## src/rtl/uart_pkg.sv

```systemverilog
// uart_pkg: shared types for the oversampling UART receiver.
// Parity modes, receiver FSM states and the 2-of-3 vote helper.
package uart_pkg;

    typedef enum logic [1:0] {
        PAR_NONE,
        PAR_ODD,
        PAR_EVEN
    } parity_e;

    typedef enum logic [2:0] {
        S_IDLE,
        S_START,
        S_DATA,
        S_PARITY,
        S_STOP,
        S_WAIT_IDLE
    } rx_state_t;

    function automatic logic maj3(input logic [2:0] s);
        return (s[0] & s[1]) | (s[0] & s[2]) | (s[1] & s[2]);
    endfunction

endpackage

```

## src/rtl/uart_baud_tick.sv

```systemverilog
// uart_baud_tick: free-running divider, one tick every DIV clocks.
// clr_i restarts the count so the first tick lands DIV clocks later.
module uart_baud_tick #(
    parameter int DIV = 10
) (
    input  logic clk_i,
    input  logic rstn_i,
    input  logic clr_i,
    output logic tick_o
);
    localparam int W = (DIV > 1) ? $clog2(DIV) : 1;
    localparam logic [W-1:0] LAST = W'(DIV - 1);

    logic [W-1:0] cnt_q, cnt_d;

    assign tick_o = (cnt_q == LAST) & ~clr_i;

    always_comb begin
        cnt_d = cnt_q + 1'b1;
        if (clr_i || cnt_q == LAST) begin
            cnt_d = '0;
        end
    end

    always_ff @(posedge clk_i or negedge rstn_i) begin
        if (!rstn_i) begin
            cnt_q <= '0;
        end else begin
            cnt_q <= cnt_d;
        end
    end
endmodule

```

## src/rtl/uart_rx_os.sv

```systemverilog
// uart_rx_os: oversampling UART receiver with ready/valid word hold.
// Define UART_RX_MAJORITY_EN for 2-of-3 voting around each bit centre.
module uart_rx_os
    import uart_pkg::*;
#(
    parameter int      C_CLKFREQ    = 100_000_000,
    parameter int      C_BAUDRATE   = 625_000,
    parameter int      C_OVERSAMPLE = 16,
    parameter int      C_DATABITS   = 8,
    parameter parity_e C_PARITY     = PAR_NONE,
    parameter int      C_STOPBITS   = 1
) (
    input  logic                  clk_i,
    input  logic                  rstn_i,
    input  logic                  rx_i,
    input  logic                  rx_ready_i,
    output logic [C_DATABITS-1:0] rx_data_o,
    output logic                  rx_valid_o,
    output logic                  parity_err_o,
    output logic                  frame_err_o,
    output logic                  overrun_o,
    output logic                  break_o
);

`ifdef UART_RX_MAJORITY_EN
    localparam int MAJ = 1;
`else
    localparam int MAJ = 0;
`endif

    localparam int DIV = C_CLKFREQ / (C_BAUDRATE * C_OVERSAMPLE);
    // With voting the decision is taken one tick after the centre.
    localparam logic [4:0] T_HALF  = 5'(C_OVERSAMPLE / 2 + MAJ);
    localparam logic [4:0] T_FULL  = 5'(C_OVERSAMPLE + MAJ);
    localparam logic [4:0] T_RST   = 5'(MAJ);
    localparam logic [3:0] DB_LAST = 4'(C_DATABITS - 1);
    localparam logic [3:0] SB_LAST = 4'(C_STOPBITS - 1);

    if (DIV < 1) begin : g_bad_div
        $error("uart_rx_os: clock too slow for baud rate and oversampling");
    end
    if (C_OVERSAMPLE != 8 && C_OVERSAMPLE != 16) begin : g_bad_os
        $error("uart_rx_os: C_OVERSAMPLE must be 8 or 16");
    end
    if (C_DATABITS < 5 || C_DATABITS > 9) begin : g_bad_db
        $error("uart_rx_os: C_DATABITS must be 5..9");
    end
    if (C_STOPBITS != 1 && C_STOPBITS != 2) begin : g_bad_sb
        $error("uart_rx_os: C_STOPBITS must be 1 or 2");
    end

    rx_state_t             state_q, state_d;
    logic [1:0]            sync_q;
    logic                  prev_q;
    logic                  rx_s;
    logic                  tick;
    logic                  clr;
    logic                  strobe;
    logic                  bit_v;
    logic                  done;
    logic                  load;
    logic [4:0]            tcnt_q, tcnt_d;
    logic [4:0]            tgt;
    logic [3:0]            bcnt_q, bcnt_d;
    logic [C_DATABITS-1:0] shreg_q, shreg_d;
    logic                  par_q, par_d;
    logic                  perr_q, perr_d;
    logic                  ferr_q, ferr_d;
    logic                  zero_q, zero_d;
    logic [C_DATABITS-1:0] data_q, data_d;
    logic                  valid_q, valid_d;
    logic                  pe_q, pe_d;
    logic                  fe_q, fe_d;
    logic                  ovr_q, ovr_d;
    logic                  brk_q, brk_d;

    assign rx_s = sync_q[1];

    uart_baud_tick #(
        .DIV(DIV)
    ) u_tick (
        .clk_i  (clk_i),
        .rstn_i (rstn_i),
        .clr_i  (clr),
        .tick_o (tick)
    );

`ifdef UART_RX_MAJORITY_EN
    logic [1:0] win_q;

    always_ff @(posedge clk_i or negedge rstn_i) begin
        if (!rstn_i) begin
            win_q <= 2'b11;
        end else if (tick) begin
            win_q <= {win_q[0], rx_s};
        end
    end

    assign bit_v = maj3({win_q, rx_s});
`else
    assign bit_v = rx_s;
`endif

    always_comb begin
        state_d = state_q;
        tcnt_d  = tcnt_q;
        bcnt_d  = bcnt_q;
        shreg_d = shreg_q;
        par_d   = par_q;
        perr_d  = perr_q;
        ferr_d  = ferr_q;
        zero_d  = zero_q;
        clr     = 1'b0;
        done    = 1'b0;
        strobe  = 1'b0;
        tgt     = (state_q == S_START) ? T_HALF : T_FULL;

        if (tick && state_q != S_IDLE && state_q != S_WAIT_IDLE) begin
            if (tcnt_q + 5'd1 == tgt) begin
                strobe = 1'b1;
                tcnt_d = T_RST;
            end else begin
                tcnt_d = tcnt_q + 5'd1;
            end
        end

        unique case (state_q)
            S_IDLE: begin
                if (prev_q && !rx_s) begin
                    clr     = 1'b1;
                    tcnt_d  = '0;
                    bcnt_d  = '0;
                    par_d   = 1'b0;
                    perr_d  = 1'b0;
                    ferr_d  = 1'b0;
                    zero_d  = 1'b1;
                    state_d = S_START;
                end
            end
            S_START: begin
                if (strobe) begin
                    state_d = bit_v ? S_IDLE : S_DATA;
                end
            end
            S_DATA: begin
                if (strobe) begin
                    shreg_d = {bit_v, shreg_q[C_DATABITS-1:1]};
                    par_d   = par_q ^ bit_v;
                    zero_d  = zero_q & ~bit_v;
                    bcnt_d  = bcnt_q + 4'd1;
                    if (bcnt_q == DB_LAST) begin
                        bcnt_d  = '0;
                        state_d = (C_PARITY == PAR_NONE) ? S_STOP : S_PARITY;
                    end
                end
            end
            S_PARITY: begin
                if (strobe) begin
                    perr_d  = (C_PARITY == PAR_ODD) ? ~(par_q ^ bit_v)
                                                    : (par_q ^ bit_v);
                    zero_d  = zero_q & ~bit_v;
                    state_d = S_STOP;
                end
            end
            S_STOP: begin
                if (strobe) begin
                    ferr_d = ferr_q | ~bit_v;
                    zero_d = zero_q & ~bit_v;
                    bcnt_d = bcnt_q + 4'd1;
                    if (bcnt_q == SB_LAST) begin
                        done    = 1'b1;
                        bcnt_d  = '0;
                        state_d = ferr_d ? S_WAIT_IDLE : S_IDLE;
                    end
                end
            end
            S_WAIT_IDLE: begin
                if (rx_s) begin
                    state_d = S_IDLE;
                end
            end
            default: begin
                state_d = S_IDLE;
            end
        endcase
    end

    // A completed frame is dropped only while an unconsumed word is held.
    always_comb begin
        load    = done & (~valid_q | rx_ready_i);
        data_d  = load ? shreg_q : data_q;
        pe_d    = load ? perr_q : pe_q;
        fe_d    = load ? ferr_d : fe_q;
        valid_d = valid_q;
        if (load) begin
            valid_d = 1'b1;
        end else if (valid_q && rx_ready_i) begin
            valid_d = 1'b0;
        end
        ovr_d = done & ~load;
        brk_d = done & zero_d;
    end

    always_ff @(posedge clk_i or negedge rstn_i) begin
        if (!rstn_i) begin
            sync_q  <= 2'b11;
            prev_q  <= 1'b1;
            state_q <= S_IDLE;
            tcnt_q  <= '0;
            bcnt_q  <= '0;
            shreg_q <= '0;
            par_q   <= 1'b0;
            perr_q  <= 1'b0;
            ferr_q  <= 1'b0;
            zero_q  <= 1'b0;
            data_q  <= '0;
            valid_q <= 1'b0;
            pe_q    <= 1'b0;
            fe_q    <= 1'b0;
            ovr_q   <= 1'b0;
            brk_q   <= 1'b0;
        end else begin
            sync_q  <= {sync_q[0], rx_i};
            prev_q  <= rx_s;
            state_q <= state_d;
            tcnt_q  <= tcnt_d;
            bcnt_q  <= bcnt_d;
            shreg_q <= shreg_d;
            par_q   <= par_d;
            perr_q  <= perr_d;
            ferr_q  <= ferr_d;
            zero_q  <= zero_d;
            data_q  <= data_d;
            valid_q <= valid_d;
            pe_q    <= pe_d;
            fe_q    <= fe_d;
            ovr_q   <= ovr_d;
            brk_q   <= brk_d;
        end
    end

    assign rx_data_o    = data_q;
    assign rx_valid_o   = valid_q;
    assign parity_err_o = pe_q;
    assign frame_err_o  = fe_q;
    assign overrun_o    = ovr_q;
    assign break_o      = brk_q;

endmodule
```

## config.mk

```make
export PLATFORM = sky130hd
export DESIGN_NAME = uart_rx_os
export DESIGN_NICKNAME = d
export VERILOG_FILES = /design/src/rtl/uart_pkg.sv /design/src/rtl/uart_baud_tick.sv /design/src/rtl/uart_rx_os.sv
export SDC_FILE = /design/constraint.sdc
export NUM_CORES = 1
export LEC_CHECK = 0
export ABC_AREA = 1
export CORE_MARGIN = 3
export CORE_UTILIZATION = 60
export DETAILED_ROUTE_END_ITERATION = 12
export HOLD_SLACK_MARGIN = 0.05
export PLACE_DENSITY_LB_ADDON = 0.05
export SYNTH_ARGS = -nofsm -noshare
export SYNTH_HDL_FRONTEND = slang
export SYNTH_HIERARCHICAL = 1
export SYNTH_SLANG_ARGS = --single-unit
```

## constraint.sdc

```tcl
create_clock -name clk_i -period 3.9 [get_ports clk_i]
set_input_delay 0.39 -clock clk_i [delete_from_list [all_inputs] [get_ports clk_i]]
set_output_delay 0.39 -clock clk_i [all_outputs]
set_load 0.01 [all_outputs]
```

== Yosys cells after proc, flatten, opt, wreduce, memory -nomap -nowiden ==
Index checks and enable logic that the tools add are counted.

* Logic and storage cells: 110
* Register bits after elaboration: 44
* Bits in read-only memories: 0
* Memories: 0
* Bits of input ports: 4
* Bits in latches: 0
* RAM bits: 0
* Output and inout bits: 13

* Equality and inequality tests: 17
* $add $sub $neg: 3
* Multiply operators: 0
* Mux-type cells: 42
* Shift operators: 0
* Magnitude comparators: 0
* Reduce and logical (&&, ||, !) cells: 19
* Bitwise operators: 12
* Div/mod/pow operators: 0

{| class="wikitable"
|+ Operator list
! kind !! number
|-
| 3-bit 2-to-1 mux || 9
|-
| 5-bit 2-to-1 mux || 5
|-
| 4-bit 2-to-1 mux || 6
|-
| 3-bit case mux with 6 select lines || 1
|-
| 2-bit inequality test (second input constant) || 8
|-
| 1-bit 2-to-1 mux || 15
|-
| 4-bit case mux with 3 select lines || 1
|-
| 4-bit by 1-bit adder with 4-bit output (second input constant) || 2
|-
| 1-bit case mux with 2 select lines || 4
|-
| 8-bit AND reduction || 1
|-
| 3-bit by 2-bit equality test with 1-bit output (second input constant) || 2
|-
| 3-bit equality test (second input constant) || 2
|-
| 3-bit AND reduction || 2
|-
| 2-bit nonzero test || 3
|-
| 3-bit nonzero test || 2
|-
| 5-bit by 1-bit adder with 5-bit output (second input constant) || 1
|-
| 1-bit AND || 5
|-
| 5-bit equality test || 1
|-
| 4-bit by 3-bit equality test with 1-bit output (second input constant) || 1
|-
| 4-bit equality test (second input constant) || 1
|-
| 1-bit logical AND || 4
|-
| 4-bit logical NOT || 1
|-
| 1-bit inverter || 4
|-
| 4-bit AND reduction || 1
|-
| other kinds (10) || 11
|}

== Logic depth before layout (Yosys ltp) ==
Gate-level depths: netlist of run 1.

* Depth in word-level cells: 14
* Mapped depth: 14

== Hierarchy ==
The synthesis of run 1 kept the hierarchy.

{| class="wikitable"
|+ Modules (own cells, without submodules)
! module !! times used !! sequential area each (um^2) !! area an instance (um^2) !! cells each
|-
| uart_rx_os || 1 || 1004.7 || 1975.6 || 233
|-
| uart_baud_tick || 1 || 100.1 || 201.4 || 22
|}

== Worst setup path before layout of run 1 ==
Ideal clock, no wire load.

* Path kind: reg-to-reg
* From: register sync_q[1]
* To: register data_q[0] (netlist: rx_data_o[0])
* Library setup time: 0.116 ns
* Required time: 3.784 ns
* Buffers on the path: 2
* Setup slack: 1.942 ns
* Arrival time: 1.842 ns
* Stages on the path, launching flop included: 14
* Period minus slack after synthesis: 1.958 ns
* Path through: dfstp_2 inv_1 nand2_1 nor2_2 nor2_1 nand3_4 nor2_2 nand2_2 nor2_4 buf_6 nand3_4 buf_6 nand2_1 nand2_1

* Cells in the longest elaborated chain, start to end: 12

{| class="wikitable"
|+ RTL lines
! what !! RTL line !! RTL
|-
| start: declaration || uart_rx_os.sv:53 || <nowiki>logic [1:0] sync_q;</nowiki>
|-
| start signal: assignment || uart_rx_os.sv:223 || <nowiki>sync_q <= {sync_q[0], rx_i};</nowiki>
|-
| 1-bit logical NOT || uart_rx_os.sv:129 || <nowiki>if (prev_q && !rx_s) begin</nowiki>
|-
| 1-bit logical AND || uart_rx_os.sv:129 ||
|-
| 1-bit 2-to-1 mux || uart_rx_os.sv:129 ||
|-
| 1-bit 2-to-1 mux || uart_rx_os.sv:127 || <nowiki>unique case (state_q)</nowiki>
|-
| named net clr || uart_rx_os.sv:57 || <nowiki>logic clr;</nowiki>
|-
| 1-bit inverter || uart_baud_tick.sv:16 || <nowiki>assign tick_o = (cnt_q == LAST) & ~clr_i;</nowiki>
|-
| 1-bit AND || uart_baud_tick.sv:16 ||
|-
| named net tick || uart_rx_os.sv:56 || <nowiki>logic tick;</nowiki>
|-
| 1-bit logical AND (2 in a row) || uart_rx_os.sv:118 || <nowiki>if (tick && state_q != S_IDLE && state_q != S_WAIT_IDLE) begin</nowiki>
|-
| 1-bit 2-to-1 mux || uart_rx_os.sv:118 ||
|-
| 1-bit 2-to-1 mux || uart_rx_os.sv:166 || <nowiki>if (strobe) begin</nowiki>
|-
| 1-bit 2-to-1 mux || uart_rx_os.sv:127 ||
|-
| 1-bit AND || uart_rx_os.sv:190 || <nowiki>load = done & (~valid_q | rx_ready_i);</nowiki>
|-
| end signal: assignment || uart_rx_os.sv:233 || <nowiki>data_q <= data_d;</nowiki>
|-
| end: declaration || uart_rx_os.sv:70 || <nowiki>logic [C_DATABITS-1:0] data_q, data_d;</nowiki>
|}

The timed path passes the listed nets, and every way through them passes these cells.
A chain may end at the register's enable or synchronous reset.

== Final worst setup path of run 1 ==
* From: register sync_q[1]
* To: register data_q[1] (netlist: rx_data_o[1])

Same word-level chain as after synthesis.

==> results of run 1 <==
## final timing paths
kind / endpoint / depth (start not counted) / startpoint / slack [ns]
min in group clk_i: sync_q[1]$_DFF_PN1_ / 0 / sync_q[0]$_DFF_PN1_ / 0.36
setup reg to reg: rx_data_o[1]$_DFFE_PN0P_ / 11 / sync_q[1]$_DFF_PN1_ / 1.64
hold / removal: parity_err_o$_DFFE_PN0P_ / 1 / rstn_i / 0.15
hold reg to reg: sync_q[1]$_DFF_PN1_ / 0 / sync_q[0]$_DFF_PN1_ / 0.36
setup / recovery: rx_data_o[1]$_DFFE_PN0P_ / 11 / sync_q[1]$_DFF_PN1_ / 1.64
max in group asynchronous: u_tick/cnt_q[1]$_DFF_PN0_ / 1 / rstn_i / 3.17
## critical path, stage by stage, from the launching register on
cell and delay (ns):
dfstp_2 0.62, inv_1 0.08, nand2_1 0.07, nor2_2 0.08
nor2_1 0.19, nand3_4 0.13, nor2_2 0.11, nand2_2 0.09
nor2_4 0.27, nand3_4 0.29, nand2_1 0.16, o21ai_2 0.06
## synthesized netlist by cell type
master / count / share of area [%]
a211oi_1: 1 / 0.34
a21oi_1: 3 / 0.69
buf_2: 1 / 0.23
buf_6: 2 / 1.0
dfrtp_1: 41 / 47
dfstp_2: 3 / 3.6
ha_1: 6 / 3.4
inv_1: 35 / 6.0
inv_2: 1 / 0.17
nand2_1: 63 / 11
nand2_2: 5 / 1.4
nand2_4: 1 / 0.52
nand3_1: 14 / 3.2
nand3_4: 2 / 1.6
nand3b_1: 1 / 0.34
nand4_1: 6 / 1.7
nor2_1: 26 / 4.5
nor2_2: 4 / 1.1
nor2_4: 1 / 0.52
nor3_1: 4 / 0.92
o211ai_1: 1 / 0.34
o21ai_0: 15 / 3.4
o21ai_1: 4 / 0.92
o21ai_2: 9 / 3.6
or2_2: 2 / 0.57
xnor2_1: 1 / 0.40
xor2_1: 3 / 1.2
## metal layers
metal  up-vias  part of all wire, %
met3         5                  4.5
met4         0                  1.3
met1       724                   48
met5         -                    0
met2        28                   47
li1        845                    -
## per-stage QoR
stage | setup WS (ns) | hold slack [ns] | utilization (%) | total power, mW | cells
after global placement | 1.74 | 0.349 | 69.2 | 0.964 | 314
after detailed placement | 1.66 | 0.349 | 69.2 | 0.966 | 314
final | 1.64 | 0.150 | 72.1 | 1.30 | 322
after floorplan | 1.94 | 0.0944 | - | 0.883 | 255
after CTS | 1.64 | 0.179 | 72.1 | 1.31 | 322
after global routing | 1.40 | 0.203 | 72.1 | 1.39 | 322
## layout make-up
| type | count | area [um^2] | area share (%) |
|---|---|---|---|
| clock buffers | 6 | 41.3 | 1.68 |
| clock inverters | 2 | 60.1 | 2.44 |
| inverters | 36 | 135 | 5.49 |
| multi-input cells | 172 | 910 | 36.9 |
| flip-flops and latches | 44 | 1100 | 44.8 |
| well taps | 46 | 57.6 | 2.34 |
| repair buffers | 16 | 155 | 6.30 |
## power groups by stage
stage / sequential, mW / clock [mW] / combinational [mW]
after floorplan: 0.577 / 0 / 0.306
after global placement: 0.593 / 0 / 0.370
after detailed placement: 0.594 / 0 / 0.372
after CTS: 0.584 / 0.351 / 0.376
after global routing: 0.593 / 0.364 / 0.436
final: 0.585 / 0.340 / 0.373
## cells by family after synthesis
logic type	count (synthesis)
adders and majority gates	6
DFF	44
and+or+nand+nor	129
AOI/OAI and AO/OA	33
xor gates and xnor gates	4
buffers and inverters	39
## flip-flops by register name, summed over array words and instances (netlist names), 2 cells and up
signal / flops
bcnt_q: 4
rx_data_o: 8
shreg_q: 8
state_q: 3
sync_q: 2
tcnt_q: 5
u_tick/cnt_q: 4
## layout by cell type (no fill, tap or decap), types with 6 or more instances in the layout
| master | n |
|---|---|
| clkdlybuf4s50_1 | 15 |
| inv_1 | 35 |
| nand2_1 | 63 |
| dfrtp_1 | 41 |
| o21ai_0 | 15 |
| ha_1 | 6 |
| nor2_1 | 26 |
| nand4_1 | 6 |
| o21ai_2 | 9 |
| nand3_1 | 14 |
==> out/metrics.cfg, run 1 <==
[status]
status=finished, final reports clean

[clock_tree]
hold_buffers=0
cts_tree=yes
insertion_delay_ns=0.36
h-tree-depth=2
post_cts_resized=0
clk_pin_slew_ns=0.13
post_cts.repair.setup_buffers=0
cts_made_buffers=5
cts_root_buffer=clkbuf_4
cts_sinks=44
clock_path_buffers=2

[synthesis]
yosysSeqAreaShare_pct=50.7
synth_compound_gate_area_share_pct=9.37
synth_nets=265
yosys.area_share.simple_pct=27.4
synth_top_family_by_area=simple AND/OR/NAND/NOR gates
synth_cells=255
synth-xor-area-share_pct=1.61
syn_area_um2=2180
ys_seq_elements=44
syn_avg_cell_area_um2=8.54
ys_types=27
ys_warn_count=6
muxShareOfSynthArea_pct=0
synth_adder_area_share_pct=3.45

[timing]
fin_skew_ns=0.0166
clock.fmax_ghz=0.442
worst_slew_pin_slew_ns=0.923
grt_setup_unrepaired=no
period_needed_ns=2.26
maxSlewViolCount=0
setup_viol=0
finalHoldViolations=0
slew_headroom_pct=38.5
tns_ns=0
finalCritPeriodShare_pct=58.0

[power_and_ir_drop]
ir_drop_v=0.000529
seqPwrFrac_pct=45.0
p_int_mw=0.850
p_leak_nw=1.18
switching_share_pct=34.6
switchingPower_mw=0.449
pwr-share-clk_pct=26.2
pwr-share-comb_pct=28.8
power.density_nw_per_um2=527

[global_route]
met2_usage_pct=32.7
grt_pass1_vias=1531
antenna_found_initial=0
busiest_layer=met2
overflow=0
use_met3_pct=6.63
grt_max_degree=45
gr-usage-met1_pct=24.4
grt_usage_pct=19.8
grt_pass1_wl_um=6550

[detailed_routing]
drcViolationCount=0
viasPerCell=4.98
first_pass_iters=5
drtAntennaViolNets=0
initialDrtViolationCount=64
vias=1602
routed_wl_um=3670
routedWlPerCell_um=11.4

[cells_and_area]
design_area_um2=2460
drive_above_1_share_pct=13.0
nFillCells=292
num_antenna_cells=0
syn2layout_area_growth_pct=13.2
fin_nets=285

[place]
dpl_cell_area_um2=2360
gp_congestion=0.822
dp_hpwl_um=2680
port_buffers=16

[critical_path]
crit_required_ns=4.15
end_kind=flip-flop
critical_path.max_fanout=19
startpoint_type=flip-flop
worstPathArrival_ns=2.51
path_class=reg2reg

[floorplan]
top_level_ports=17
die_h_um=66.2
die_w_um=66.2
core_um2=3420
row_count=21
start_util_pct=63.7
dieArea_um2=4390

[job]
cap_violations=0

[hold_path]
hold_path.class=in2async

No activity file was read; power rests on OpenSTA's default activity.
==> run 2: changes to the inputs <==
Settings changed: CORE_UTILIZATION 60 to 57.
Clock period 3.9 ns to 2.2 ns, I/O delays scaled along.
==> run 2 against run 1 <==
  * Clock skew fell by 0.0061 ns
  * Register-to-register slack got worse by 1.4 ns
  * Worst setup slack got worse by 1.4 ns
  * Non-clock buffer count rose by 8
  * Combinational power rose by 85%
  * Core utilization rose by 1.0 points
  * Largest cell class unchanged
  * Largest power group unchanged
  * Highest routed layer unchanged
==> out/metrics.cfg, run 2 (same netlist as run 1, synthesis figures left out) <==
[status]
status=finished, final reports clean

[detailed_routing]
routed_wl_um=3860  ; +5.2%
wl_met1_um=1830  ; +4.9%
initialDrtViolationCount=111  ; +73%
wl_met3_um=152  ; -8.4%
vias=1675  ; +4.6%
met2_wirelength_um=1800  ; +5.5%
first_pass_iters=4  ; -1
routedWlPerCell_um=11.7  ; +2.6%
viasPerCell=5.08  ; +2.0%
topRoutingLayerUsed=met4
drtAntennaViolNets=0  ; unchanged
drcViolationCount=0  ; unchanged

[clock_tree]
clk_pin_slew_ns=0.09  ; -0.04 ns
h-tree-depth=2  ; unchanged
cts_sinks=44  ; unchanged
insertion_delay_ns=0.30  ; -0.06 ns
cts_made_buffers=5  ; unchanged
clock_path_buffers=2  ; unchanged
cts_root_buffer=clkbuf_8
post_cts_resized=0  ; unchanged
cts_tree=yes

[cells_and_area]
layoutNonFillerInstCount=330  ; +2.5%
layout_common_cells=63 x nand2_1, 41 x dfrtp_1, 35 x inv_1
syn2layout_area_growth_pct=17.4
final_common_cell=nand2_1
design_area_um2=2560  ; +3.8%
num_antenna_cells=0  ; unchanged
nFillCells=260  ; -11%
fin_nets=293  ; +2.8%
drive_above_1_share_pct=15.8  ; +2.8 points

[power_and_ir_drop]
ir_drop_v=0.000544  ; +2.8%
p_leak_nw=1.24  ; +4.4%
power.density_nw_per_um2=922  ; +75%

[timing]
setup_viol=0  ; unchanged
finalCritPeriodShare_pct=88.3  ; +30 points
fin_skew_ns=0.0104  ; -0.00612 ns
tns_ns=0  ; unchanged
finalHoldViolations=0  ; unchanged
clock.fmax_ghz=0.515  ; +16%
period_needed_ns=1.94  ; -0.317 ns
worst_slew_pin_slew_ns=0.910  ; -0.0132 ns
setup_ws_ns=0.257  ; -1.38 ns
slew_headroom_pct=39.4  ; +0.88 points
maxSlewViolCount=0  ; unchanged
grt_setup_unrepaired=no

[floorplan]
start_util_pct=62.3  ; -1.4 points
row_count=21  ; unchanged
dieArea_um2=4600  ; +4.8%
top_level_ports=17  ; unchanged
die_h_um=67.8  ; +2.4%
die_w_um=67.8  ; +2.4%
core_um2=3490  ; +2.3%

[place]
port_buffers=16  ; unchanged
gp_congestion=0.863  ; +4.9%
dpl_cell_area_um2=2390  ; +1.3%
dp.cells=318  ; +1.3%
dp_hpwl_um=2730  ; +2.1%
pre_cts_ws_ns=0.202  ; -1.46 ns

[global_route]
grt_pass1_wl_um=6940  ; +6.0%
grt_pass1_vias=1576  ; +2.9%
grt_usage_pct=20.5  ; +0.63 points
grt_max_degree=44  ; -2.2%
overflow=0  ; unchanged
antenna_found_initial=0  ; unchanged

[critical_path]
crit-reg2reg-capture=shreg_q[4]$_DFFE_PN0P_
crit_required_ns=2.38  ; -1.77 ns
startpoint_type=flip-flop
path_class=reg2reg
critical_path.max_fanout=17  ; -2
worstPathArrival_ns=2.12  ; -0.39 ns
reg2reg_from=sync_q[1]$_DFF_PN1_
r2r_cells=11  ; unchanged
ff2ff_setup_slack_ns=0.26  ; -1.38 ns
end_kind=flip-flop

[job]
cap_violations=0  ; unchanged

[hold_path]
hold_path.class=in2async

==> run 2: cell types whose count changed in the layout (fill, tap and decap cells not counted) <==
cell | previous run | this run
clkinv_4 | 0 | 1
bufinv_16 | 2 | 1
buf_4 | 0 | 7
clkbuf_8 | 0 | 6
clkbuf_1 | 1 | 0
buf_12 | 0 | 1
clkbuf_4 | 5 | 0
==> run 2: cell type report <==
cell class	instances	area [um^2]	share of cell area [%]
Timing Repair Buffer	24	228	8.91
Multi-Input combinational cell	172	910	35.6
Inverter	36	135	5.29
Clock buffer	6	82.6	3.23
Clock inverter	2	38.8	1.52
Sequential cell	44	1100	43.2
Tap cell	46	57.6	2.25
==> run 2: per-stage QoR <==
stage	power [mW]	utilization [%]	hold slack [ns]
after global placement	1.71	68.5	0.346
after global routing	2.55	73.1	0.128
after detailed placement	1.72	68.5	0.347
after CTS	2.37	71.9	0.0860
final	2.36	73.1	0.0555
after floorplan	1.56	-	-0.0756
==> run 2: report_power, final <==
group | switching, mW | total (mW) | leakage (nW) | internal, mW
logic | 0.448 | 0.689 | 0.585 | 0.240
clock network | 0.266 | 0.637 | 0.0614 | 0.371
registers | 0.111 | 1.03 | 0.591 | 0.920
==> run 2: layer usage <==
metal	up-vias	track usage [%]
met5	-	0
met4	0	8.93
met3	7	4.99
met2	31	31.6
met1	770	27.4
li1	867	-
==> run 2: critical path, stage by stage (launching register included) <==
cell and delay [ns]:
dfstp_2 0.53, inv_1 0.06, nand2_1 0.07, nor2_2 0.04, nor2_1 0.18, nand3_4 0.13
nor2_2 0.10, nand2_2 0.09, nor2_4 0.20, nand2_2 0.23, nand2_1 0.12, o21ai_0 0.08
==> run 2: timing repair <==
action                                  CTS  global route
buffers inserted                          0             4
hold buffers                              0             0
endpoints found under the setup margin    0             2
==> run 2: worst max-delay path by stage <==
stage	startpoint	end	slack, ns	depth (start not counted)
finish	sync_q[1]$_DFF_PN1_	shreg_q[4]$_DFFE_PN0P_	0.26	11
global route	u_tick/cnt_q[1]$_DFF_PN0_	frame_err_o$_DFFE_PN0P_	0.03	13
CTS	sync_q[1]$_DFF_PN1_	frame_err_o$_DFFE_PN0P_	0.19	12
detailed placement	sync_q[1]$_DFF_PN1_	frame_err_o$_DFFE_PN0P_	0.20	12
global placement	u_tick/cnt_q[1]$_DFF_PN0_	rx_data_o[7]$_DFFE_PN0P_	0.28	11
floorplan	sync_q[1]$_DFF_PN1_	rx_data_o[0]$_DFFE_PN0P_	0.24	13
==> run 3: changes to the inputs <==
Settings changed: TNS_END_PERCENT set to 20.
==> results of run 3 <==
No change in the layout: final DEF, timing and power equal those of run 2.
